==> config.mk <==
export PLATFORM = sky130hd
export DESIGN_NAME = ram_access_arbiter_flat
export DESIGN_NICKNAME = d
export VERILOG_FILES = /design/src/rtl/ram_access_arbiter_if.sv /design/src/rtl/ram_access_arbiter.sv /design/src/flat_wrapper.sv
export SDC_FILE = /design/constraint.sdc
export NUM_CORES = 1
export LEC_CHECK = 0
export CAP_MARGIN = 25
export CORE_ASPECT_RATIO = 1.2
export CORE_UTILIZATION = 30
export CTS_CLUSTER_DIAMETER = 30
export DETAILED_ROUTE_END_ITERATION = 12
export GPL_ROUTABILITY_DRIVEN = 0
export PLACE_DENSITY = 0.84
export SETUP_SLACK_MARGIN = 0.05
export SLEW_MARGIN = 30
export SYNTH_ARGS = -nofsm -noshare
export SYNTH_HDL_FRONTEND = slang
export SYNTH_SLANG_ARGS = --single-unit
==> constraint.sdc <==
create_clock -name clk -period 8.7 [get_ports clk]
set_input_delay 2.61 -clock clk [delete_from_list [all_inputs] [get_ports clk]]
set_output_delay 2.61 -clock clk [all_outputs]
set_load 0.02 [all_outputs]
==> src/rtl/ram_access_arbiter_if.sv <==
// Bus bundle between the two RAM clients, the clear control and the RAM
// ports. The arbiter uses the slave view; clients and the RAM use master.
interface ram_access_arbiter_if #(
  parameter int SIZE  = 8,
  parameter int DEPTH = 8
);
  localparam int AW = $clog2(DEPTH);

  logic            clear;
  logic            busy;

  logic            a_req;
  logic            a_write;
  logic [AW-1:0]   a_addr;
  logic [SIZE-1:0] a_wdata;
  logic            a_gnt;
  logic            a_rvalid;

  logic            b_req;
  logic            b_write;
  logic [AW-1:0]   b_addr;
  logic [SIZE-1:0] b_wdata;
  logic            b_gnt;
  logic            b_rvalid;

  logic [SIZE-1:0] rdata;

  logic [AW-1:0]   ram_waddr;
  logic [SIZE-1:0] ram_write_data;
  logic            ram_write_en;
  logic [AW-1:0]   ram_raddr;
  logic [SIZE-1:0] ram_read_data;

  modport slave (
    input  clear,
    output busy,
    input  a_req, a_write, a_addr, a_wdata,
    output a_gnt, a_rvalid,
    input  b_req, b_write, b_addr, b_wdata,
    output b_gnt, b_rvalid,
    output rdata,
    output ram_waddr, ram_write_data, ram_write_en, ram_raddr,
    input  ram_read_data
  );

  modport master (
    output clear,
    input  busy,
    output a_req, a_write, a_addr, a_wdata,
    input  a_gnt, a_rvalid,
    output b_req, b_write, b_addr, b_wdata,
    input  b_gnt, b_rvalid,
    input  rdata,
    input  ram_waddr, ram_write_data, ram_write_en, ram_raddr,
    output ram_read_data
  );
endinterface

==> src/rtl/ram_access_arbiter.sv <==
// Round-robin arbiter sharing one simple dual-port RAM between clients A
// and B, with a built-in sweep that zero-fills every RAM entry.
module ram_access_arbiter #(
  parameter int SIZE  = 8,
  parameter int DEPTH = 8
) (
  input  logic                 clk,
  input  logic                 rst,
  ram_access_arbiter_if.slave  bus
);
  localparam int AW = $clog2(DEPTH);
  // Sweep counter carries one extra bit so a power-of-two DEPTH never aliases
  localparam logic [AW:0] LAST_ADDR = (AW + 1)'(DEPTH - 1);

  typedef enum logic {IDLE, CLEAR} state_t;

  state_t      r_state;
  logic        r_last;
  logic [AW:0] r_sweepCount;
  logic        r_aRvalid;
  logic        r_bRvalid;

  logic        w_serve;
  logic        w_aGnt;
  logic        w_bGnt;

  // A cycle only serves a client when idle, not starting a sweep, and not in reset
  assign w_serve = (r_state == IDLE) && !bus.clear && !rst;
  assign w_aGnt  = w_serve && bus.a_req && (!bus.b_req || r_last);
  assign w_bGnt  = w_serve && bus.b_req && (!bus.a_req || !r_last);

  assign bus.a_gnt    = w_aGnt;
  assign bus.b_gnt    = w_bGnt;
  assign bus.a_rvalid = r_aRvalid && !rst;
  assign bus.b_rvalid = r_bRvalid && !rst;
  assign bus.busy     = (r_state == CLEAR) && !rst;
  assign bus.rdata    = bus.ram_read_data;

  // Steer the RAM ports from the sweep or the granted client; idle ports rest at zero
  always_comb begin
    bus.ram_write_en   = 1'b0;
    bus.ram_waddr      = '0;
    bus.ram_write_data = '0;
    bus.ram_raddr      = '0;
    if ((r_state == CLEAR) && !rst) begin
      bus.ram_write_en = 1'b1;
      bus.ram_waddr    = r_sweepCount[AW-1:0];
    end else if (w_aGnt) begin
      if (bus.a_write) begin
        bus.ram_write_en   = 1'b1;
        bus.ram_waddr      = bus.a_addr;
        bus.ram_write_data = bus.a_wdata;
      end else begin
        bus.ram_raddr = bus.a_addr;
      end
    end else if (w_bGnt) begin
      if (bus.b_write) begin
        bus.ram_write_en   = 1'b1;
        bus.ram_waddr      = bus.b_addr;
        bus.ram_write_data = bus.b_wdata;
      end else begin
        bus.ram_raddr = bus.b_addr;
      end
    end
  end

  // State, round-robin pointer, sweep counter and read-owner tags
  always_ff @(posedge clk) begin
    if (rst) begin
      r_state      <= IDLE;
      r_last       <= 1'b1;
      r_sweepCount <= '0;
      r_aRvalid    <= 1'b0;
      r_bRvalid    <= 1'b0;
    end else begin
      r_aRvalid <= w_aGnt && !bus.a_write;
      r_bRvalid <= w_bGnt && !bus.b_write;
      if (w_aGnt) begin
        r_last <= 1'b0;
      end else if (w_bGnt) begin
        r_last <= 1'b1;
      end
      case (r_state)
        IDLE: begin
          if (bus.clear) begin
            r_sweepCount <= '0;
            r_state      <= CLEAR;
          end
        end
        CLEAR: begin
          r_sweepCount <= r_sweepCount + 1'b1;
          if (r_sweepCount == LAST_ADDR) begin
            r_state <= IDLE;
          end
        end
        default: r_state <= IDLE;
      endcase
    end
  end
endmodule

==> src/flat_wrapper.sv <==
// flat-port wrapper written by rule: the top's interface ports become plain ports
module ram_access_arbiter_flat 
#(
  parameter int SIZE  = 8,
  parameter int DEPTH = 8
)
  (clk, rst, bus_clear, bus_busy, bus_a_req, bus_a_write, bus_a_addr, bus_a_wdata, bus_a_gnt, bus_a_rvalid, bus_b_req, bus_b_write, bus_b_addr, bus_b_wdata, bus_b_gnt, bus_b_rvalid, bus_rdata, bus_ram_waddr, bus_ram_write_data, bus_ram_write_en, bus_ram_raddr, bus_ram_read_data);
  ram_access_arbiter_if #(.SIZE(SIZE), .DEPTH(DEPTH)) bus_i ();
  input  logic clk;
  input  logic rst;
  input wire logic [$bits(bus_i.clear)-1:0] bus_clear;
  output wire logic [$bits(bus_i.busy)-1:0] bus_busy;
  input wire logic [$bits(bus_i.a_req)-1:0] bus_a_req;
  input wire logic [$bits(bus_i.a_write)-1:0] bus_a_write;
  input wire logic [$bits(bus_i.a_addr)-1:0] bus_a_addr;
  input wire logic [$bits(bus_i.a_wdata)-1:0] bus_a_wdata;
  output wire logic [$bits(bus_i.a_gnt)-1:0] bus_a_gnt;
  output wire logic [$bits(bus_i.a_rvalid)-1:0] bus_a_rvalid;
  input wire logic [$bits(bus_i.b_req)-1:0] bus_b_req;
  input wire logic [$bits(bus_i.b_write)-1:0] bus_b_write;
  input wire logic [$bits(bus_i.b_addr)-1:0] bus_b_addr;
  input wire logic [$bits(bus_i.b_wdata)-1:0] bus_b_wdata;
  output wire logic [$bits(bus_i.b_gnt)-1:0] bus_b_gnt;
  output wire logic [$bits(bus_i.b_rvalid)-1:0] bus_b_rvalid;
  output wire logic [$bits(bus_i.rdata)-1:0] bus_rdata;
  output wire logic [$bits(bus_i.ram_waddr)-1:0] bus_ram_waddr;
  output wire logic [$bits(bus_i.ram_write_data)-1:0] bus_ram_write_data;
  output wire logic [$bits(bus_i.ram_write_en)-1:0] bus_ram_write_en;
  output wire logic [$bits(bus_i.ram_raddr)-1:0] bus_ram_raddr;
  input wire logic [$bits(bus_i.ram_read_data)-1:0] bus_ram_read_data;
  assign bus_i.clear = bus_clear;
  assign bus_busy = bus_i.busy;
  assign bus_i.a_req = bus_a_req;
  assign bus_i.a_write = bus_a_write;
  assign bus_i.a_addr = bus_a_addr;
  assign bus_i.a_wdata = bus_a_wdata;
  assign bus_a_gnt = bus_i.a_gnt;
  assign bus_a_rvalid = bus_i.a_rvalid;
  assign bus_i.b_req = bus_b_req;
  assign bus_i.b_write = bus_b_write;
  assign bus_i.b_addr = bus_b_addr;
  assign bus_i.b_wdata = bus_b_wdata;
  assign bus_b_gnt = bus_i.b_gnt;
  assign bus_b_rvalid = bus_i.b_rvalid;
  assign bus_rdata = bus_i.rdata;
  assign bus_ram_waddr = bus_i.ram_waddr;
  assign bus_ram_write_data = bus_i.ram_write_data;
  assign bus_ram_write_en = bus_i.ram_write_en;
  assign bus_ram_raddr = bus_i.ram_raddr;
  assign bus_i.ram_read_data = bus_ram_read_data;
  ram_access_arbiter #(.SIZE(SIZE), .DEPTH(DEPTH)) u_core (.clk(clk), .rst(rst), .bus(bus_i));
endmodule
==> impl_metrics.ini, run 1 <==
[run_status]
outcome = complete, but fails checks
violated_checks = design-rule violations

[sta]
finalSetupViolCount = 0
tightest_slew_ps = 418.2
finalMaxSlewViolations = 0
fmax_mhz = 132.0
fin_worst_skew_ps = 4.112
finalHoldViolCount = 0
slew_headroom_pct = 72.03
final.setup.tns_ps = 0
final_min_period_over_clock_period_pct = 87.06
grt_setup_unrepaired = false
whs_ps = 540.2
final.setup.worst_slack_ps = 1126
period_minus_slack_ps = 7574

[layout]
diodes = 0
fin_util_pct = 56.58
finish.cell_count_without_fillers = 131
syn2layout_area_growth_pct = 71.89
layout.cells.most_common = clkdlybuf4s50_1
finalNetCount = 152
fillerInstances = 166
design_area_um2 = 1071
final_cell_mix = 48 x clkdlybuf4s50_1, 8 x a22o_1, 8 x dfxtp_1
final_layout_size_suffix_gt1_share_pct = 6.250

[synth]
synthArstFlopShare_pct = 0
yosys_warnings = 0
synthesis.nets = 111
ys_dominant_reg_cell = dfxtp_1
syn_area_um2 = 623.1
yosys_register_bits = 8
synth_enable_flop_cells = 0
netlist.area_leader.share_pct = 25.70
synthCells = 73
post_synth_num_cell_types = 27
post-synth-top-area-cell = dfxtp_1
syn-mean-instance-area_um2 = 8.536
synth_sequential_area_ratio_pct = 25.70
ys_top_cells_by_area = dfxtp_1 26%, a22o_1 11%, buf_4 11%

[global_route]
global_route.overflow_total = 0
grt_pass1_vias = 704
number_of_antenna_violations_at_the_first_check_in_global_routing = 0
gr-usage-all-layers_pct = 20.99
wire_length_of_the_first_global_routing_pass_mm = 3.415
maximum_number_of_pins_on_one_net_before_global_route_repair = 13

[cts]
number_of_sinks_driven_by_the_clock_tree = 8
cts.root.buffer_cell = clkbuf_4
tritoncts = done
cts-buffers-inserted = 3
post_cts_resize_count = 0
postCtsSetupBuffers = 0
clockBufferDepth = 2
clock_insertion_delay_worst_skew_ps = 260
cts.hold.buffers_added = 0
htree_levels = 1
cts.clk_slew.worst_paths_ps = 60

[setup_path]
critical_path_buf_inv_count = 2
most_frequent_cell_on_the_critical_path = clkdlybuf4s50_1
critPathTopFamily = buffers and inverters
timing_worst_setup_path_type = input pin to output pin
crit_path_cell_chain = clkdlybuf4s50_1, or3b_4, a211o_4, nor2_4, a22o_1, clkdlybuf4s50_1
arrival_time_of_data_at_the_critical_path_endpoint_ps = 4960
slowest_stage = clkdlybuf4s50_1
worst_setup_path_start_kind = input pin
timing.critical_path.fanout_max = 12
cp.required_ps = 6090
worst_path_largest_cell_delay_ps = 620
crit_path_end_kind = output pin

[placed_design]
place_inst = 128
placement.setup.worst_slack_ps = 1152
placed_area_um2 = 1049
port-buffer-count = 48
detailed_place_hpwl_mm = 1.760

[power_and_ir_drop]
vdd_ir_drop_max_mv = 0.06558
powerDensity_nw_per_um2 = 94.11
total_power_uw = 100.8
static-leakage-power_nw = 0.4198

[floorplanning]
placeableCoreArea_um2 = 1893
die-height_um = 51.93
die_w_um = 43.61
floorplan.die_area_um2 = 2264
num_io_pins = 65
initial_utilization_pct = 32.91
rows = 17

[job]
timing.max_cap.violations = 0

[detailed_routing]
drt_first_iter_violations = 29
detailroute.via_count = 743
avgViaCountPerCell = 5.672
routed_wirelength_mm = 2.208
route.antenna.remaining_nets = 0
drc = 9
drt_first_pass_iters = 9
routed_len_inst_um = 16.85

[hold_path]
min-delay-path-class = flop to flop
## kinds of logic (layout without fill, tap and decap cells)
family / Yosys count / after routing / synth area share, %
compound gates: 24 / 24 / 32.73
simple gates: 23 / 23 / 22.89
buf+inv: 16 / 55 / 15.06
flops: 8 / 8 / 25.70
fa+ha+maj: 1 / 1 / 2.008
mux: 1 / 1 / 1.606
## sequential cells by signal (all words and copies together) (netlist names)
signal               count
u_core.r_sweepCount      4
u_core.r_aRvalid         1
u_core.r_bRvalid         1
u_core.r_last            1
u_core.r_state           1
## worst paths after layout
kind / from / end / slack [ps] / cells after the start
hold reg to reg: u_core.r_last$_SDFFE_PP1P_ / u_core.r_last$_SDFFE_PP1P_ / 540 / 1
setup / recovery: bus_clear / bus_ram_write_data[6] / 1130 / 6
hold / removal: u_core.r_last$_SDFFE_PP1P_ / u_core.r_last$_SDFFE_PP1P_ / 540 / 1
setup reg to reg: u_core.r_state$_SDFF_PP0_ / u_core.r_aRvalid$_SDFF_PP0_ / 7160 / 3
## power by group
| group | internal (mW) | switching [mW] |
|---|---|---|
| sequential | 0.0380 | 0.00207 |
| clock | 0.0158 | 0.0134 |
| combinational | 0.0192 | 0.0123 |
## synthesized netlist by cell type, types with 2 or more instances
cell type / number
inv_1: 4
clkbuf_1: 3
nor2b_1: 4
nor2_1: 5
buf_4: 9
a221o_1: 3
a22o_1: 8
a21oi_1: 5
and3_1: 4
a32o_1: 3
nor3_1: 2
dfxtp_1: 8
## final cells by class
type	count	area, um^2	share of cell area (%)
clock buffers	3	22.52	2.103
repair buffers	48	480.5	44.86
well taps	19	23.77	2.220
inverters	4	15.01	1.402
multi-input cells	49	369.1	34.46
flip-flops and latches	8	160.2	14.95
## layer usage
layer  global-route usage (%)  vias to the layer above  routed length, um
li1                         -                      349                  -
met1                    25.05                      330                852
met2                    33.58                       62                969
met3                    6.944                        2                353
met4                    9.375                        0                 33
met5                        0                        -                  0
## worst reg2reg max path, stage by stage, from the launching register on
cell and delay [ps]:
dfxtp_1 410, or3b_4 420, a211o_4 370, nor2_1 240
Power figures use the tool's default switching activity.
==> run 2: changes to the inputs <==
- PLACE_DENSITY: 0.84 -> 0.87
==> run 2 against run 1 <==
Against the previous run:
- the run still ends with design-rule violations left
- via count is 4.2% higher
- combinational power up 1%
- sequential share of layout area unchanged
- largest cell class unchanged
- final area did not move
- die area stayed put
==> impl_metrics.ini, run 2 (synthesized netlist as in run 1, its figures left out) <==
[run_status]
outcome = complete, but fails checks
violated_checks = design-rule violations

[floorplanning]
die_w_um = 43.61
placeableCoreArea_um2 = 1893
rows = 17
floorplan.die_area_um2 = 2264
die-height_um = 51.93
num_io_pins = 65
initial_utilization_pct = 32.91

[sta]
finalSetupViolCount = 0
finalHoldViolCount = 0
fmax_mhz = 131.9
final_min_period_over_clock_period_pct = 87.16
tightest_slew_ps = 424.9
period_minus_slack_ps = 7583
final.setup.tns_ps = 0
slew_headroom_pct = 71.58
fin_worst_skew_ps = 3.932
finalMaxSlewViolations = 0
whs_ps = 538.1
final.setup.worst_slack_ps = 1117
grt_setup_unrepaired = false

[layout]
finish.cell_count_without_fillers = 131
fillerInstances = 165
finalNetCount = 152
diodes = 0
final_cell_mix = 48 x clkdlybuf4s50_1, 8 x a22o_1, 8 x dfxtp_1
layout.area.seq_um2 = 160.2
largest_register_by_flop_count = u_core.r_sweepCount
layout.cells.most_common = clkdlybuf4s50_1
final_layout_size_suffix_gt1_share_pct = 6.250
fin_util_pct = 56.58
multiInputGateArea_um2 = 369.1
largest_register_ffs = 4
design_area_um2 = 1071
syn2layout_area_growth_pct = 71.89

[setup_path]
crit_path_end_kind = output pin
cp.required_ps = 6090
crit_path_cell_chain = clkdlybuf4s50_1, or3b_4, a211o_4, nor2_4, a22o_1, clkdlybuf4s50_1
worst_path_largest_cell_delay_ps = 620
slowest_stage = clkdlybuf4s50_1
timing.critical_path.fanout_max = 12
timing_worst_setup_path_type = input pin to output pin
most_frequent_cell_on_the_critical_path = clkdlybuf4s50_1
arrival_time_of_data_at_the_critical_path_endpoint_ps = 4970
worst_setup_path_start_kind = input pin

[global_route]
grt_pass1_vias = 681
met1_usage_pct = 25.62
maximum_number_of_pins_on_one_net_before_global_route_repair = 13
wire_length_of_the_first_global_routing_pass_mm = 3.450
use_met3_pct = 8.681
grt.busiest_layer = met2
number_of_antenna_violations_at_the_first_check_in_global_routing = 0
global_route.overflow_total = 0
gr-usage-all-layers_pct = 21.55
gr-usage-met2_pct = 33.58

[detailed_routing]
route.antenna.remaining_nets = 0
routed_len_inst_um = 17.60
routed_wirelength_mm = 2.306
drt_first_pass_iters = 9
drt_first_iter_violations = 38
detailroute.via_count = 774
avgViaCountPerCell = 5.908
drc = 9

[cts]
htree_levels = 1
number_of_sinks_driven_by_the_clock_tree = 8
cts.clk_slew.worst_paths_ps = 50
postCtsSetupBuffers = 0
clock_insertion_delay_worst_skew_ps = 260
cts.hold.buffers_added = 0
cts-buffers-inserted = 3
post_cts_resize_count = 0
tritoncts = done
cts.root.buffer_cell = clkbuf_4
clockBufferDepth = 2

[placed_design]
port-buffer-count = 48
detailed_place_hpwl_mm = 1.774
placed_area_um2 = 1049
placement.setup.worst_slack_ps = 1157
place_inst = 128

[power_and_ir_drop]
total_power_uw = 101.4
static-leakage-power_nw = 0.4198
vdd_ir_drop_max_mv = 0.07829
powerDensity_nw_per_um2 = 94.71

[hold_path]
min-delay-path-class = flop to flop

[job]
timing.max_cap.violations = 0
[run 2: cell counts in the layout (fill, tap and decap cells not counted)]
No cell type changed its count.
[run 2: area by class of cell]
cell class / count / area share, %
multi-input cells: 49 / 34.46
clock buffers: 3 / 2.103
repair buffers: 48 / 44.86
inverters: 4 / 1.402
well taps: 19 / 2.220
flip-flops and latches: 8 / 14.95
[run 2: final timing paths]
check	start	endpoint	slack [ps]	cells past startpoint
max	bus_clear	bus_ram_write_data[3]	1120	6
min	u_core.r_last$_SDFFE_PP1P_	u_core.r_last$_SDFFE_PP1P_	540	1
max reg2reg	u_core.r_state$_SDFF_PP0_	u_core.r_aRvalid$_SDFF_PP0_	7140	3
min reg2reg	u_core.r_last$_SDFFE_PP1P_	u_core.r_last$_SDFFE_PP1P_	540	1
[run 2: worst max-delay path, delay by kind of cell]
| family | cells | cell delay, ps |
|---|---|---|
| AOI/OAI and AO/OA | 2 | 590 |
| buffers and inverters | 2 | 1100 |
| and+or+nand+nor | 2 | 670 |
[run 2: power breakdown]
part           switching (mW)  internal, mW  total [mW]
logic                  0.0127        0.0192      0.0319
clock network          0.0136        0.0158      0.0295
registers             0.00206        0.0380      0.0401
[run 2: routing by layer]
layer  vias to the layer above  wire [um]
li1                        350          -
met1                       352        868
met2                        69       1001
met3                         3        407
met4                         0         29
met5                         -          0
